**src/rtl/lock_ctrl.sv**
```systemverilog
// Keypad password-entry controller: buffers BCD digits, checks them on enter, and runs LOCKED/OPEN/ERROR with timed relock.
// Latency: every output changes one clock after the key event or timer terminal count that causes it.
// Backpressure: none. Each key_valid pulse is consumed in its cycle; keys that arrive in OPEN/ERROR (other than enter in OPEN) are dropped.
module lock_ctrl #(
    parameter logic [15:0] PASSWORD      = 16'h1234,
    parameter int unsigned UNLOCK_CYCLES = 250_000_000,
    parameter int unsigned ERR_CYCLES    = 100_000_000,
    parameter int unsigned ALARM_CYCLES  = 500_000_000,
    parameter int unsigned MAX_TRY       = 3
) (
    input  logic       clk,
    input  logic       rst_n,
    input  logic       key_valid,
    input  logic [3:0] key_code,
    output logic [1:0] status,
    output logic       alarm,
    output logic [2:0] digit_cnt
);

    localparam int unsigned MAX_AB  = (UNLOCK_CYCLES > ERR_CYCLES) ? UNLOCK_CYCLES : ERR_CYCLES;
    localparam int unsigned MAX_CYC = (MAX_AB > ALARM_CYCLES) ? MAX_AB : ALARM_CYCLES;
    localparam int unsigned TMR_W   = ($clog2(MAX_CYC) > 0) ? $clog2(MAX_CYC) : 1;

    localparam logic [TMR_W-1:0] OPEN_LAST  = TMR_W'(UNLOCK_CYCLES - 1);
    localparam logic [TMR_W-1:0] ERR_LAST   = TMR_W'(ERR_CYCLES - 1);
    localparam logic [TMR_W-1:0] ALARM_LAST = TMR_W'(ALARM_CYCLES - 1);
    localparam logic [2:0]       MAX_FAIL   = 3'(MAX_TRY);

    // State encoding equals the status code shown on the LEDs.
    typedef enum logic [1:0] {
        ST_LOCKED = 2'd0,
        ST_OPEN   = 2'd1,
        ST_ERROR  = 2'd2
    } state_t;

    state_t           state_q, state_d;
    logic [15:0]      buf_q, buf_d;
    logic [2:0]       cnt_q, cnt_d;
    logic [2:0]       fail_q, fail_d;
    logic             alarm_q, alarm_d;
    logic [TMR_W-1:0] tmr_q, tmr_d;

    logic       is_digit, is_clear, is_enter;
    logic       open_done, err_done;
    logic [2:0] fail_next;

    assign is_digit  = key_valid && (key_code <= 4'd9);
    assign is_clear  = key_valid && (key_code == 4'd10);
    assign is_enter  = key_valid && (key_code == 4'd11);
    assign open_done = (tmr_q == OPEN_LAST);
    assign err_done  = (tmr_q == (alarm_q ? ALARM_LAST : ERR_LAST));
    // Fail count saturates so a misconfigured MAX_TRY cannot wrap it.
    assign fail_next = (fail_q == MAX_FAIL) ? fail_q : fail_q + 3'd1;

    // Register all controller state; reset aborts any OPEN/ERROR hold at once.
    always_ff @(posedge clk or negedge rst_n) begin
        if (!rst_n) begin
            state_q <= ST_LOCKED;
            buf_q   <= 16'h0;
            cnt_q   <= 3'd0;
            fail_q  <= 3'd0;
            alarm_q <= 1'b0;
            tmr_q   <= '0;
        end else begin
            state_q <= state_d;
            buf_q   <= buf_d;
            cnt_q   <= cnt_d;
            fail_q  <= fail_d;
            alarm_q <= alarm_d;
            tmr_q   <= tmr_d;
        end
    end

    // Next-state logic: key handling in LOCKED, timed holds in OPEN/ERROR (timer expiry beats a coincident key).
    always_comb begin
        state_d = state_q;
        buf_d   = buf_q;
        cnt_d   = cnt_q;
        fail_d  = fail_q;
        alarm_d = alarm_q;
        tmr_d   = '0;
        case (state_q)
            ST_LOCKED: begin
                if (is_digit) begin
                    if (cnt_q < 3'd4) begin
                        buf_d = {buf_q[11:0], key_code};
                        cnt_d = cnt_q + 3'd1;
                    end
                end else if (is_clear) begin
                    buf_d = 16'h0;
                    cnt_d = 3'd0;
                end else if (is_enter) begin
                    buf_d = 16'h0;
                    cnt_d = 3'd0;
                    if ((cnt_q == 3'd4) && (buf_q == PASSWORD)) begin
                        state_d = ST_OPEN;
                        fail_d  = 3'd0;
                    end else begin
                        state_d = ST_ERROR;
                        fail_d  = fail_next;
                        alarm_d = (fail_next == MAX_FAIL);
                    end
                end
            end
            ST_OPEN: begin
                if (open_done || is_enter) begin
                    state_d = ST_LOCKED;
                end else begin
                    tmr_d = tmr_q + 1'b1;
                end
            end
            ST_ERROR: begin
                if (err_done) begin
                    state_d = ST_LOCKED;
                    if (alarm_q) begin
                        alarm_d = 1'b0;
                        fail_d  = 3'd0;
                    end
                end else begin
                    tmr_d = tmr_q + 1'b1;
                end
            end
            default: begin
                state_d = ST_LOCKED;
            end
        endcase
    end

    assign status    = state_q;
    assign alarm     = alarm_q;
    assign digit_cnt = cnt_q;

endmodule
```
**config.mk**
```make
export PLATFORM = sky130hd
export DESIGN_NAME = lock_ctrl
export DESIGN_NICKNAME = d
export VERILOG_FILES = /design/src/rtl/lock_ctrl.sv
export SDC_FILE = /design/constraint.sdc
export NUM_CORES = 1
export LEC_CHECK = 0
export CAP_MARGIN = 20
export CORE_ASPECT_RATIO = 0.7
export CORE_MARGIN = 3
export CORE_UTILIZATION = 49
export DETAILED_ROUTE_END_ITERATION = 10
export GPL_ROUTABILITY_DRIVEN = 0
export PLACE_DENSITY = 0.77
export SLEW_MARGIN = 20
export SYNTH_ARGS = -nofsm -noshare
export SYNTH_HDL_FRONTEND = slang
export SYNTH_SLANG_ARGS = --single-unit
```
**constraint.sdc**
```tcl
create_clock -name clk -period 1.85 [get_ports clk]
set_input_delay 0.4625 -clock clk [delete_from_list [all_inputs] [get_ports clk]]
set_output_delay 0.4625 -clock clk [all_outputs]
set_load 0.01 [all_outputs]
```
[Yosys cells after proc, flatten, opt, wreduce, memory -nomap -nowiden]
Cells that the tools add are included.
Cells by class
  magnitude comparators: 2
  $add $sub $neg: 3
  equal/unequal tests: 18
  mux-type cells: 33
  reductions and logical operators: 12
Operators by type and width (count)
  two-way mux 29 bit: 3
  two-way mux 16 bit: 4
  case mux 29 bit (2 select lines): 1
  two-way mux 3 bit: 11
  adder 29 x 1 -> 29 bit, second input constant: 1
  == test 29 x 28 -> 1 bit, second input constant: 1
  == test 29 bit: 1
  == test 16 x 13 -> 1 bit, second input constant: 1
  != test 2 bit, second input constant: 7
  two-way mux 2 bit: 6
  AND reduction 6 bit: 2
  == test 4 bit, second input constant: 2
  adder 3 x 1 -> 3 bit, second input constant: 2
  == test 3 x 2 -> 1 bit, second input constant: 2
  case mux 2 bit (3 select lines): 1
  case mux 3 bit (2 select lines): 1
  two-way mux 1 bit: 5
  AND reduction 5 bit: 1
  <= comparator 4 bit, second input constant: 1
  logical AND 1 bit: 4
  == test 3 bit, second input constant: 1
  less-than comparator 3 bit, second input constant: 1
  AND reduction 3 bit: 1
  nonzero test 3 bit: 1
  7 further kinds: 7
Storage, ports and cells
  output and inout bits: 6
  flip-flop bits (word level): 54
  word-level logic and storage cells: 74
  input port bits: 7

[Longest topological paths before layout]
  depth after elaboration: 8
  mapped depth: 9
  mapped depth without buffers: 7

[Least setup slack after synthesis]
No wires, ideal clock.
  path kind: register to register
  start point: reg state_q[0] (netlist: status[0])
  end point: reg buf_q[10]
  buffers on the path: 3
  path slack: -129 ps
  cell stages (with the launch flop): 9
  library setup time: 121 ps
  clock period less this slack: 1979 ps
  data required time: 1729 ps
  arrival: 1858 ps
  path through: dfrtp_1 inv_1 ha_1 clkbuf_1 nand2_1 a221o_1 clkbuf_1 clkbuf_1 a22o_1
Between the ends
  longest elaborated chain between the ends: 2
Ends and longest elaborated chain
  start, declared: line 36  | state_t state_q, state_d;
  start signal, assigned: line 65  | state_q <= state_d;
  logical NOT 2 bit: line 82  | case (state_q)
  AND reduction 3 bit (no source line)
  end signal, assigned: line 66  | buf_q <= buf_d;
  end, declared: line 37  | logic [15:0] buf_q, buf_d;
No other way between the ends.
A chain may end at the register's enable or synchronous reset.

[Final worst setup path]
  start point: reg tmr_q[20]
  end point: reg tmr_q[21]
Between the ends
  longest elaborated chain between the ends: 4
Ends and longest elaborated chain
  start, declared: line 41  | logic [TMR_W-1:0] tmr_q, tmr_d;
  start signal, assigned: line 70  | tmr_q <= tmr_d;
  parallel branches: the longest is 3 deep, another holds adder 29 x 1 -> 29 bit
  case mux 29 bit (2 select lines) *: line 82
  via tmr_d[21]: line 41
Mark *: on every way through the listed nets, which the timed path passes.

==> run summary <==
The detailed-route wire length per cell is 16.89 um. TritonCTS built the clock tree. The worst-skew pair later-pin latency is 320 ps. The run finished, with violations left.

The most critical setup path has its startpoint at tmr_q[20]$_DFF_PN0_. The via count of the first global-routing pass is roughly 2500. Entering global routing, the biggest net connects 30 pins. The post-synthesis cell area is 0.002884 mm^2.

The worst setup path is of the flip-flop to flip-flop kind. The largest voltage drop on the vdd net is ~700 uV. STA classifies the critical path startpoint as a flip-flop. The largest fanout on the critical path came out at 29. For this design, the sink count on the clock tree is 54.

At the placement stage, the worst setup path has a slack of -592.6 ps. The library cell used most frequently in the layout, excluding fill and tap cells, is buf_4. Setup repair after global routing could not meet its margin everywhere.

The post-placement cell area came out at approximately 0.0035 mm^2. Ranked by total cell area, the synthesized netlist is headed by dfrtp_1 (47%), nor3_1 (5.2%), xor2_1 (5.2%), a22o_1 (4.9%), ha_1 (3.0%). The width of the die is 97.70 um. Of the cells placed in the final design, the portion with a size suffix greater than 1 is 0.2849. In this run the static leakage power is 0.001666 uW.

Once layout is complete, the utilization of the core stands at 0.6949. The final worst-path cycle share is 1.067. The number of routed nets with antenna violations came out at 0. The number of setup violations in the final report came out at 35. The worst hold path belongs to the class primary input to asynchronous set/reset pin. The reported max-cap violation count came out at 0.

The aggregate routed wire length came out at 7146 um. The final hold violation count came out at 0. For the worst setup path, the data required time is about 2000 ps. The die covers ~0.0069 mm^2. The quantity of hold-fixing buffers added after cts is 0. After clock tree synthesis, the clock-pin slew on the worst setup and hold paths is 100 ps. Counting flops with an async set or reset pin after synthesis yields a share of 1.000. Across all layers, the routed design uses 2464 vias.

The yosys synthesis warning count is 0. The startpoint identified for the worst register-to-register timing path is tmr_q[20]$_DFF_PN0_. The max-slew violation total from the final report was 0. The number of antenna violations at the first check in global routing was 0. After synthesis, the mean cell area works out to about 10 um^2. Global routing finished with a remaining overflow of 0. The root buffer cell chosen for the clock tree is clkbuf_8. The number of iterations in the first detailed-routing pass is 5. The top cell types in the final layout, fill and taps aside, are buf_4 (62), dfrtp_1 (53), nor3_1 (28). The cell accounting for the most synthesized area is dfrtp_1. The initial utilization of the core area, before any placement, comes to 0.5292. The final instance area came out at 0.003787 mm^2. The worst hold slack is 66.10 ps. The power per cell area is 1092 mW/mm^2.

The headroom to the max-slew limit came out at 0.6907. The number of top-level pins came out at 13. The total clock buffers created by CTS is 5. The flip-flop and latch count after synthesis is 54. At the pin with the least slew margin, the transition time is 459.7 ps. The area added between synthesis and finish came out at 31.32%.

Of the synthesized area, sequential elements account for 0.4685. The die is 70.19 um tall. The wire length of the first global-routing pass is roughly 12000 um. The post-route clock skew came out at 8.004 ps. The type of destination of the critical path is a flip-flop. Synthesis produced 277 cells. The final reports fail on negative setup slack.

The number of nets in the synthesized netlist is a little under 300. In this run, synthesis inferred 0 flip-flops with an integrated enable. The starting DRC count in detailed routing is 187.

The area of the core came out at 0.005450 mm^2. The number of vias per cell is 5.825. The estimated wirelength of the detail-placed design came out at 5107 um. The number of unique standard cell types used by synthesis is 51. The deepest level of the CTS H-tree came out at 2. The post-route minimum period is 1974 ps. The least setup slack across all paths after layout is -124.3 ps. The total track usage is 0.2168.

The repair_antennas step left the layout with diodes totalling 0. The DRC violation count after routing came out at 0. Of the post-synthesis cell area, the dominant cell type holds 0.4685. The top achievable clock speed came out at 0.5065 GHz. The number of nets in the final layout is 364.

Total power for the finished layout comes to 4135 uW. The most frequently used flop master after synthesis is dfrtp_1. The site row count came out at 22. The count of buffers inserted at the top-level ports came out at 12.

At the worst endpoint, the arrival time is 2160 ps. The buffer depth of the longest clock path came out at 2.
-- routing by layer --
layer / up-vias / share of wire / wire (um) / global-route usage
li1: 1178 / - / - / -
met4: 0 / 0.012 / 85 / 0.06759
met3: 10 / 0.064 / 459 / 0.05190
met5: - / 0 / 0 / 0
met2: 70 / 0.45 / 3235 / 0.3364
met1: 1206 / 0.47 / 3365 / 0.3013
-- per-stage QoR --
step	instances	setup TNS (ps)
2_1_floorplan	277	-246.4
3_3_place_gp	405	-15160
3_5_place_dp	405	-16240
4_1_cts	423	-2871
5_1_grt	423	-6912
6_report	423	-3517
-- kinds of logic (layout without fill, tap and decap cells) --
| logic type | Yosys count | count (layout) | synth area share |
|---|---|---|---|
| AOI/OAI and AO/OA | 40 | 40 | 0.1128 |
| DFF | 54 | 54 | 0.4685 |
| buffers and inverters | 20 | 94 | 0.03167 |
| adders and majority gates | 7 | 7 | 0.03037 |
| and+or+nand+nor | 127 | 127 | 0.2664 |
| muxes | 4 | 4 | 0.01432 |
| xor gates and xnor gates | 25 | 25 | 0.07592 |
-- synthesized netlist by cell type, drive strengths merged (7+ instances only) --
master and n:
a22o 16, and2 7, clkbuf 7, dfrtp 54
ha 7, inv 7, nand2 16, nand3 16
nand4 7, nand4b 7, nor3 31, xnor2 8
xor2 17
-- worst max-delay path, stage by stage (launching register included) --
cell	delay (ps)
dfrtp_1	410
or4b_4	560
nor4_4	180
nand3_1	130
a31oi_2	270
buf_12	220
nor3_1	70
-- registers in the layout, summed over array words and instances (netlist names) --
name       cells
tmr_q         29
buf_q         16
digit_cnt      3
fail_q         3
status         2
alarm          1
-- layout make-up --
cell class / count / area (um^2)
inverter: 7 / 26.28
multi-input combinational: 203 / 1544
tap: 72 / 90.09
clock buffer: 5 / 68.82
timing repair buffer: 79 / 661.9
fill: 394 / 1663
sequential: 54 / 1353
clock inverter: 3 / 43.79
-- worst paths after layout --
kind / slack [ps] / end / cells after the start
hold / removal: 70 / tmr_q[20]$_DFF_PN0_ / 1
setup reg to reg: -120 / tmr_q[21]$_DFF_PN0_ / 6
min in group clk: 510 / buf_q[12]$_DFFE_PN0P_ / 1
setup / recovery: -120 / tmr_q[21]$_DFF_PN0_ / 6
max in group asynchronous: 1200 / digit_cnt[2]$_DFFE_PN0P_ / 2
hold reg to reg: 510 / buf_q[12]$_DFFE_PN0P_ / 1
-- power breakdown --
group          total, uW  switching, uW  internal, uW
clock                813            407           406
sequential          1640            207          1430
combinational       1690            832           853
total               4130           1450          2690
-- what timing repair did --
action | CTS | global route
endpoints found under the hold margin | 0 | 0
pin swaps | 8 | 5
resized for setup | 21 | 7
buffers inserted | 10 | 0
setup endpoints to repair | 36 | 45
No activity file was read; power rests on OpenSTA's default activity.
